File: src/rtl/iicmb_cmd_sequencer.sv
// Byte-level I2C transaction sequencer driving an IICMB controller over Wishbone.
// Each phase walks a short step list of WB writes, irq waits and WB reads.
module iicmb_cmd_sequencer #(
  parameter logic [7:0]  BUS_ID      = 8'd0,
  parameter int unsigned IRQ_TIMEOUT = 65535
) (
  input  logic       clk_i,
  input  logic       rst_n_i,
  input  logic       req_valid_i,
  output logic       req_ready_o,
  input  logic       req_rnw_i,
  input  logic [6:0] req_addr_i,
  input  logic [5:0] req_len_i,
  input  logic       wdata_valid_i,
  output logic       wdata_ready_o,
  input  logic [7:0] wdata_i,
  output logic       rdata_valid_o,
  output logic [7:0] rdata_o,
  output logic       done_o,
  output logic [1:0] status_o,
  output logic       busy_o,
  output logic       cyc_o,
  output logic       stb_o,
  output logic       we_o,
  output logic [1:0] adr_o,
  output logic [7:0] dat_o,
  input  logic [7:0] dat_i,
  input  logic       ack_i,
  input  logic       irq_i
);
  localparam int TW = (IRQ_TIMEOUT > 1) ? $clog2(IRQ_TIMEOUT) : 1;
  localparam logic [TW-1:0] TMO_LAST = TW'(IRQ_TIMEOUT - 1);

  localparam logic [1:0] ADR_CSR = 2'd0, ADR_DPR = 2'd1, ADR_CMDR = 2'd2;
  localparam logic [7:0] C_WRITE = 8'h01, C_RDACK = 8'h02, C_RDNAK = 8'h03,
                         C_START = 8'h04, C_STOP  = 8'h05, C_SETBUS = 8'h06;
  localparam logic [1:0] ST_OK = 2'b00, ST_NAK = 2'b01, ST_ERR = 2'b10, ST_TMO = 2'b11;

  typedef enum logic [3:0] {
    S_INIT, S_IDLE, S_START, S_ADDR, S_WDATA, S_RDATA, S_STOP, S_DONE, S_WB_ACC, S_IRQ_WAIT
  } state_t;
  typedef enum logic [1:0] {A_NONE, A_WR, A_RD, A_IRQ} act_t;

  state_t          r_state, r_ret, w_state, w_ret;
  logic [2:0]      r_step, w_step;
  logic            r_cyc, r_we, w_cyc, w_we;
  logic [1:0]      r_adr, w_adr;
  logic [7:0]      r_dat, w_dat;
  logic [TW-1:0]   r_tmo, w_tmo;
  logic [5:0]      r_cnt, w_cnt;
  logic            r_rnw, w_rnw;
  logic [6:0]      r_addr, w_addr;
  logic [2:0]      r_sts, w_sts;      // {NAK, AL, ERR} from last CMDR read
  logic [1:0]      r_pstat, w_pstat;
  logic            r_reinit, w_reinit;
  logic            r_done, w_done;
  logic [1:0]      r_status, w_status;
  logic            r_rvalid, w_rvalid;
  logic [7:0]      r_rdata, w_rdata;
  logic            w_req_ready, w_wdata_ready;
  act_t            w_act;
  logic [1:0]      w_act_adr;
  logic [7:0]      w_act_dat;
  logic            w_fail, w_nak;

  assign w_fail = r_sts[1] | r_sts[0];
  assign w_nak  = r_sts[2];

  always_comb begin
    w_state = r_state;  w_ret = r_ret;  w_step = r_step;
    w_cyc = r_cyc;  w_we = r_we;  w_adr = r_adr;  w_dat = r_dat;
    w_tmo = r_tmo;  w_cnt = r_cnt;  w_rnw = r_rnw;  w_addr = r_addr;
    w_sts = r_sts;  w_pstat = r_pstat;  w_reinit = r_reinit;
    w_done = 1'b0;  w_status = r_status;  w_rvalid = 1'b0;  w_rdata = r_rdata;
    w_req_ready = 1'b0;  w_wdata_ready = 1'b0;
    w_act = A_NONE;  w_act_adr = ADR_CSR;  w_act_dat = 8'h00;

    case (r_state)
      S_INIT: begin
        case (r_step)
          3'd0: begin w_act = A_WR; w_act_adr = ADR_CSR;  w_act_dat = 8'hC0;    end
          3'd1: begin w_act = A_WR; w_act_adr = ADR_DPR;  w_act_dat = BUS_ID;   end
          3'd2: begin w_act = A_WR; w_act_adr = ADR_CMDR; w_act_dat = C_SETBUS; end
          3'd3: w_act = A_IRQ;
          3'd4: begin w_act = A_RD; w_act_adr = ADR_CMDR; end
          default: begin w_state = S_IDLE; w_step = '0; w_reinit = 1'b0; end
        endcase
      end
      S_IDLE: begin
        w_req_ready = 1'b1;
        if (req_valid_i) begin
          w_rnw = req_rnw_i;  w_addr = req_addr_i;  w_cnt = req_len_i;
          w_pstat = ST_OK;  w_state = S_START;  w_step = '0;
        end
      end
      S_START: begin
        case (r_step)
          3'd0: begin w_act = A_WR; w_act_adr = ADR_CMDR; w_act_dat = C_START; end
          3'd1: w_act = A_IRQ;
          3'd2: begin w_act = A_RD; w_act_adr = ADR_CMDR; end
          default: begin
            w_step = '0;
            if (w_fail) begin w_pstat = ST_ERR; w_state = S_DONE; end
            else w_state = S_ADDR;
          end
        endcase
      end
      S_ADDR: begin
        case (r_step)
          3'd0: begin w_act = A_WR; w_act_adr = ADR_DPR;  w_act_dat = {r_addr, r_rnw}; end
          3'd1: begin w_act = A_WR; w_act_adr = ADR_CMDR; w_act_dat = C_WRITE; end
          3'd2: w_act = A_IRQ;
          3'd3: begin w_act = A_RD; w_act_adr = ADR_CMDR; end
          default: begin
            w_step = '0;
            if (w_fail)            begin w_pstat = ST_ERR; w_state = S_DONE; end
            else if (w_nak)        begin w_pstat = ST_NAK; w_state = S_STOP; end
            else if (r_cnt == '0)  w_state = S_STOP;
            else                   w_state = r_rnw ? S_RDATA : S_WDATA;
          end
        endcase
      end
      S_WDATA: begin
        case (r_step)
          3'd0: begin
            w_wdata_ready = 1'b1;
            if (wdata_valid_i) begin w_act = A_WR; w_act_adr = ADR_DPR; w_act_dat = wdata_i; end
          end
          3'd1: begin w_act = A_WR; w_act_adr = ADR_CMDR; w_act_dat = C_WRITE; end
          3'd2: w_act = A_IRQ;
          3'd3: begin w_act = A_RD; w_act_adr = ADR_CMDR; end
          default: begin
            w_step = '0;
            if (w_fail)      begin w_pstat = ST_ERR; w_state = S_DONE; end
            else if (w_nak)  begin w_pstat = ST_NAK; w_state = S_STOP; end
            else begin
              w_cnt = r_cnt - 6'd1;
              if (r_cnt == 6'd1) w_state = S_STOP;
            end
          end
        endcase
      end
      S_RDATA: begin
        case (r_step)
          3'd0: begin
            w_act = A_WR;  w_act_adr = ADR_CMDR;
            w_act_dat = (r_cnt == 6'd1) ? C_RDNAK : C_RDACK;
          end
          3'd1: w_act = A_IRQ;
          3'd2: begin w_act = A_RD; w_act_adr = ADR_CMDR; end
          3'd3: begin
            if (w_fail) begin w_pstat = ST_ERR; w_state = S_DONE; w_step = '0; end
            else begin w_act = A_RD; w_act_adr = ADR_DPR; end
          end
          default: begin
            w_step = '0;
            w_cnt = r_cnt - 6'd1;
            if (r_cnt == 6'd1) w_state = S_STOP;
          end
        endcase
      end
      S_STOP: begin
        case (r_step)
          3'd0: begin w_act = A_WR; w_act_adr = ADR_CMDR; w_act_dat = C_STOP; end
          3'd1: w_act = A_IRQ;
          3'd2: begin w_act = A_RD; w_act_adr = ADR_CMDR; end
          default: begin
            w_step = '0;
            if (w_fail) w_pstat = ST_ERR;
            w_state = S_DONE;
          end
        endcase
      end
      S_DONE: begin
        w_done = 1'b1;  w_status = r_pstat;  w_step = '0;
        w_state = r_reinit ? S_INIT : S_IDLE;
      end
      S_WB_ACC: begin
        if (ack_i) begin
          w_cyc = 1'b0;  w_state = r_ret;
          if (!r_we && r_adr == ADR_CMDR) w_sts = dat_i[6:4];
          if (!r_we && r_adr == ADR_DPR && r_ret == S_RDATA) begin
            w_rvalid = 1'b1;  w_rdata = dat_i;
          end
        end
      end
      S_IRQ_WAIT: begin
        if (irq_i) w_state = r_ret;
        else if (r_tmo == TMO_LAST) begin
          // A hung init has no requester to report to, so it just starts over.
          w_step = '0;
          if (r_ret == S_INIT) w_state = S_INIT;
          else begin w_pstat = ST_TMO; w_reinit = 1'b1; w_state = S_DONE; end
        end else w_tmo = r_tmo + TW'(1);
      end
      default: begin w_state = S_INIT; w_step = '0; end
    endcase

    case (w_act)
      A_WR, A_RD: begin
        w_ret = r_state;  w_state = S_WB_ACC;  w_step = r_step + 3'd1;
        w_cyc = 1'b1;  w_we = (w_act == A_WR);  w_adr = w_act_adr;  w_dat = w_act_dat;
      end
      A_IRQ: begin
        w_ret = r_state;  w_state = S_IRQ_WAIT;  w_step = r_step + 3'd1;  w_tmo = '0;
      end
      default: ;
    endcase
  end

  always_ff @(posedge clk_i or negedge rst_n_i) begin
    if (!rst_n_i) begin
      r_state <= S_INIT;  r_ret <= S_INIT;  r_step <= '0;
      r_cyc <= 1'b0;  r_we <= 1'b0;  r_adr <= '0;  r_dat <= '0;
      r_tmo <= '0;  r_cnt <= '0;  r_rnw <= 1'b0;  r_addr <= '0;
      r_sts <= '0;  r_pstat <= ST_OK;  r_reinit <= 1'b0;
      r_done <= 1'b0;  r_status <= ST_OK;  r_rvalid <= 1'b0;  r_rdata <= '0;
    end else begin
      r_state <= w_state;  r_ret <= w_ret;  r_step <= w_step;
      r_cyc <= w_cyc;  r_we <= w_we;  r_adr <= w_adr;  r_dat <= w_dat;
      r_tmo <= w_tmo;  r_cnt <= w_cnt;  r_rnw <= w_rnw;  r_addr <= w_addr;
      r_sts <= w_sts;  r_pstat <= w_pstat;  r_reinit <= w_reinit;
      r_done <= w_done;  r_status <= w_status;  r_rvalid <= w_rvalid;  r_rdata <= w_rdata;
    end
  end

  assign req_ready_o   = w_req_ready;
  assign wdata_ready_o = w_wdata_ready;
  assign busy_o        = (r_state != S_IDLE);
  assign rdata_valid_o = r_rvalid;
  assign rdata_o       = r_rdata;
  assign done_o        = r_done;
  assign status_o      = r_status;
  assign cyc_o         = r_cyc;
  assign stb_o         = r_cyc;
  assign we_o          = r_we;
  assign adr_o         = r_adr;
  assign dat_o         = r_dat;
endmodule

File: config.mk
export PLATFORM = sky130hd
export DESIGN_NAME = iicmb_cmd_sequencer
export DESIGN_NICKNAME = d
export VERILOG_FILES = /design/src/rtl/iicmb_cmd_sequencer.sv
export SDC_FILE = /design/constraint.sdc
export NUM_CORES = 1
export LEC_CHECK = 0
export ABC_CLOCK_PERIOD_IN_PS = 5700
export CAP_MARGIN = 25
export CORE_MARGIN = 4
export CORE_UTILIZATION = 47
export CTS_BUF_LIST = sky130_fd_sc_hd__clkbuf_8
export DETAILED_ROUTE_END_ITERATION = 6
export PLACE_DENSITY = 0.7
export SYNTH_ARGS = -nofsm -noshare
export SYNTH_HDL_FRONTEND = slang
export SYNTH_SLANG_ARGS = --single-unit
File: constraint.sdc
create_clock -name clk_i -period 5.7 [get_ports clk_i]
set_input_delay 1.14 -clock clk_i [delete_from_list [all_inputs] [get_ports clk_i]]
set_output_delay 1.14 -clock clk_i [all_outputs]
set_load 0.02 [all_outputs]
# After elaboration in Yosys (flattened, before gate mapping)
# Index checks and enable logic that the tools add are counted.
[classes]
n_reduce_logical = 35
n_addsub = 3
n_mux = 93
eq_ne = 56
n_bitwise = 1
[ops]
columns = ["cell", "n"]
rows = [
  ["$mux W16", 4],
  ["$mux W4", 13],
  ["$pmux W8 S2", 3],
  ["$pmux W8 S6", 1],
  ["$pmux W4 S10", 1],
  ["$mux W3", 12],
  ["$ne A4 B4 Y1 const B", 9],
  ["$mux W2", 16],
  ["$mux W6", 5],
  ["$pmux W2 S5", 3],
  ["$ne A2 B2 Y1 const B", 13],
  ["$ne A3 B3 Y1 const B", 7],
  ["$pmux W3 S7", 1],
  ["$eq A4 B3 Y1 const B", 5],
  ["$mux W1", 19],
  ["$pmux W2 S3", 3],
  ["$pmux W6 S3", 1],
  ["$reduce_and A9 Y1", 2],
  ["$add A16 B1 Y16 const B", 1],
  ["$eq A16 B16 Y1 const B", 1],
  ["$pmux W2 S2", 4],
  ["$pmux W2 S4", 2],
  ["$pmux W4 S2", 2],
  ["$reduce_or A2 Y1", 7],
  ["35 further kinds", 53],
]
[totals]
register_bits = 71
out_inout_bits = 28
wordCells = 206

# Logic depth before layout (Yosys ltp)
[logic_depth]
ltp_word = 8
depth_mapped = 15
ltp_nobuf = 14

# Worst setup path after synthesis
# No wires, ideal clock.
[synth_timing]
kind = "reg-to-output"
start = "register r_state[2]"
end = "output busy_o"
t_arrival_ns = 1.645
required_ns = 4.560
stages_incl_launch_ff = 5
path_slack_ns = 2.915
cell_sequence = "dfrtp_1 > clkbuf_1 > buf_2 > nor3_1 > inv_1"
[synth_via]
elab_chain_cells = 1
[synth_rtl]
columns = ["item", "line", "source"]
rows = [
  ["start: declaration", "44", "state_t r_state, r_ret, w_state, w_ret;"],
  ["start signal: assignment", "219", "r_state <= w_state; r_ret <= w_ret; r_step <= w_step;"],
  ["$ne A4 B1 Y1", "229", "assign busy_o = (r_state != S_IDLE);"],
  ["end: declaration", "21", "output logic busy_o,"],
]
# No other way between the ends.

# Worst setup path in the final report
[layout_timing]
start = "register r_state[1]"
end = "output req_ready_o"
[layout_via]
elab_chain_cells = 2
[layout_rtl]
columns = ["item", "line", "source"]
rows = [
  ["$eq A4 B1 Y1", "78", "case (r_state)"],
  ["$mux W1", "78", ""],
  ["end: declaration", "10", "output logic req_ready_o,"],
]
# No other way between the ends.

==> summary.md <==
| Metric | Value |
|---|---|
| DRT Wirelength | `10,500 um` |
| CP Max Fanout | `24` |
| Synth top area share | `0.429` |
| Routed Antenna Nets | `0` |
| Setup Viol. Count Final | `0` |
| Largest area contributor in the netlist | `dfrtp_1` |
| Pre-antenna DRT Iters | `5` |
| Rel. slew slack | `0.418` |
| Switching power total | `1.01 mW` |
| Total I/O pin count | `64` |
| All-Layer GR Usage | `0.215` |
| Syn Std Cell Area | `0.00415 sq mm` |
| Logic pwr share | `0.471` |
| Residual DRC | `0` |
| Vias post-DR | `3,566` |
| Sw Ratio | `0.426` |
| Grt ovf | `0` |
| Fill cell total of the finished layout | `722` |
| # diodes | `0` |
| Async SR Flop Fraction | `1.00` |
| Final Critical Period | `3750 ps` |
| Crit Path Class | `reg2out` |
| Hold_sp | `r_pstat[0]` |
| Vias per cell | `5.98` |
| Critical Path Source Type | `flip-flop` |
| Initial Utilization | `0.495` |
| Cell depth of the worst flop-to-flop path | `8` |
| Syn_area_per_cell | `9.66 sq um` |
| Worst Hold Depth | `1` |
| Max-cap violations | `0` |
| Iteration-0 DRC Markers | `455` |
| Slew @ Worst Pin | `873 ps` |
| CP Cell Sequence | `inv_1, nand2_1, nor3_1, clkdlybuf4s50_1` |
| Clock latency on the worst-skew pair | `360 ps` |
| Clock power share | `0.186` |
| Hold Crit Class | `reg2reg` |
| R2r endpoint | `dat_o[2]` |
| Setup TNS | `0 ps` |
| Hold Crit Endpoint | `r_pstat[0]` |
| Sinks on Clock Net | `71` |
| Routability cong. | `0.927` |
| Hold Worst Slack | `486 ps` |
| CTS tree | `yes` |
| Req. time, crit path | `4560 ps` |
| Port Buf Inserts | `63` |
| Nets | `535` |
| Register Area | `0.00178 sq mm` |
| Share of cells above drive strength 1 | `0.102` |
| RSZ-0062 raised after global routing | `no` |
| Peak supply drop | `0.267 mV` |
| Arrival @ worst endpoint | `2610 ps` |
| Clock-pin slew on the worst setup and hold paths | `70 ps` |
| Final hold vios | `0` |
| Number of synthesized flops with an enable pin | `0` |
| Die Y | `102 um` |
| Crit share post-route | `0.658` |
| Clock H-tree levels | `3` |
| Width of the die | `102 um` |
| Num CTS Buffers | `9` |
| Wire length of the first global-routing pass | `17,600 um` |
| Sequential fraction of design power | `0.343` |
| Crit. End Element | `primary output` |
| Final Power | `2.37 mW` |
| Post-CTS setup buffer count | `0` |
| Status | `finished, final reports clean` |
| Max Clk Rate | `267 MHz` |
| Sequential area share after synthesis | `0.429` |
| PwrDens | `471 mW/mm^2` |
| Clock root cell | `clkbuf_8` |
| Clock skew | `10.5 ps` |
| YS warnings | `0` |
| CTS Hold Bufs | `0` |
| Post-Synthesis Cells | `429` |
| Netlist cell types | `74` |
| Layout area overhead | `21.5%` |
| Row count | `33` |
| Max-slew violation count | `0` |
| Reg2reg setup slack | `1960 ps` |
| Clock buffer depth | `2` |
| Crit-path slowest cell | `clkdlybuf4s50_1` |
| Most frequent cell after synthesis | `dfrtp_1` |
| DR WL/cell | `17.7 um` |
| Vias in the first global route | `3,511` |
| Most used DFF post-synth | `dfrtp_1` |
| Top cells by area, synth | `dfrtp_1, ha_1, mux2_1, nand2_1, a21oi_1` |
| Leak | `2.12 nW` |
| Most frequent cells after synthesis | `dfrtp_1, nand2_1, nor2_1` |
| Critical path's largest stage delay | `690 ps` |
| HPWL after detailed placement | `7590 um` |
| Reg2reg start | `r_state[2]` |
| DIE AREA | `0.0104 sq mm` |
| Resized cells post-CTS | `0` |
| Core Footprint | `0.00838 sq mm` |
| Initial antenna violation count | `0` |
| Synthesis-stage register bit count | `71` |
| Pin count of the biggest net entering global routing | `72` |
| Cell Int Power | `1.36 mW` |
| Area of the multi-input gates | `0.00220 sq mm` |
| Post-synth net total | `478` |
==> critical path: cells and delay by family, from the launching register on <==
family,cells,cell delay [ps]
flip-flops,1,660
buffers and inverters,2,1100
AND/OR/NAND/NOR,2,500
==> per-stage QoR <==
| step | worst slack, ps | area [sq um] | instances | utilization |
|---|---|---|---|---|
| 6_report | 1950 | 5030 | 596 | 0.601 |
| 5_1_grt | 1720 | 5030 | 596 | 0.601 |
| 4_1_cts | 2010 | 5030 | 596 | 0.601 |
| 3_5_place_dp | 2070 | 4820 | 580 | 0.575 |
| 3_3_place_gp | 2270 | 4820 | 580 | 0.575 |
| 2_1_floorplan | 2920 | 4150 | 429 | - |
==> flip-flops by register name (all words and copies together), names as in the netlist, 2 cells and up <==
register,cells
r_tmo,16
dat_o,8
rdata_o,8
r_addr,7
r_cnt,6
r_ret,4
r_state,4
r_step,3
r_sts,3
adr_o,2
r_pstat,2
status_o,2
==> how the worst max path moves through the flow <==
stage	from	end	slack [ps]	cells past startpoint
2_1_floorplan	r_state[2]	busy_o	2920	4
3_3_place_gp	r_state[2]	r_state[3]	2270	9
3_5_place_dp	r_state[2]	dat_o[1]	2070	8
4_1_cts	r_state[1]	req_ready_o	2010	4
5_1_grt	r_state[2]	dat_o[2]	1720	8
6_report	r_state[1]	req_ready_o	1950	4
==> cell usage in the layout (no fill, tap or decap), types with 4 or more instances in the layout <==
| master | Yosys | final |
|---|---|---|
| nand2b_1 | 7 | 7 |
| mux2_1 | 13 | 13 |
| mux2_2 | 12 | 12 |
| nand3_1 | 12 | 12 |
| a21oi_1 | 28 | 28 |
| nand2_1 | 38 | 38 |
| nor2_1 | 34 | 34 |
| o21ai_0 | 24 | 24 |
| clkdlybuf4s50_1 | 0 | 62 |
| o2bb2ai_1 | 4 | 4 |
| clkbuf_8 | 0 | 9 |
| and2_1 | 4 | 4 |
| ha_1 | 13 | 13 |
| xnor2_1 | 9 | 9 |
| nor3_1 | 11 | 11 |
| nor4_1 | 4 | 4 |
| or3_1 | 7 | 7 |
| o22ai_1 | 4 | 4 |
| a22oi_1 | 4 | 4 |
| o211ai_1 | 5 | 5 |
| inv_1 | 17 | 18 |
| a211oi_1 | 6 | 6 |
| dfrtp_1 | 71 | 71 |
| a22o_1 | 7 | 7 |
| xor2_1 | 4 | 4 |
| nand4_1 | 6 | 6 |
==> metal layers <==
| metal | GRT usage | part of all wire | routed length, um |
|---|---|---|---|
| met1 | 0.296 | 0.44 | 4620 |
| met2 | 0.345 | 0.48 | 5060 |
| met3 | 0.0451 | 0.064 | 669 |
| met4 | 0.0616 | 0.017 | 176 |
| met5 | 0 | 0 | 0 |
==> cell families (layout without fill, tap and decap cells) <==
| group | Yosys count | count (layout) | share of synthesized area |
|---|---|---|---|
| and+or+nand+nor | 152 | 152 | 0.196 |
| AOI/OAI and AO/OA | 113 | 113 | 0.190 |
| DFF | 71 | 71 | 0.429 |
| buffers and inverters | 38 | 100 | 0.0401 |
| muxes | 29 | 29 | 0.0788 |
| adders and majority gates | 13 | 13 | 0.0392 |
| xor gates and xnor gates | 13 | 13 | 0.0275 |
==> area by class of cell <==
class / instances / area share
timing repair buffer: 65 / 0.127
sequential: 71 / 0.353
inverter: 19 / 0.0142
multi-input combinational: 320 / 0.437
clock buffer: 9 / 0.0246
clock inverter: 7 / 0.0176
tap: 105 / 0.0261
==> power by group through the flow <==
stage / registers, mW / logic [mW] / clock network, mW
2_1_floorplan: 0.776 / 0.834 / 0
3_3_place_gp: 0.814 / 1.08 / 0
3_5_place_dp: 0.819 / 1.09 / 0
4_1_cts: 0.809 / 1.11 / 0.448
5_1_grt: 0.838 / 1.22 / 0.475
6_report: 0.814 / 1.12 / 0.441
Note: power is estimated with default switching activity, not from simulation.
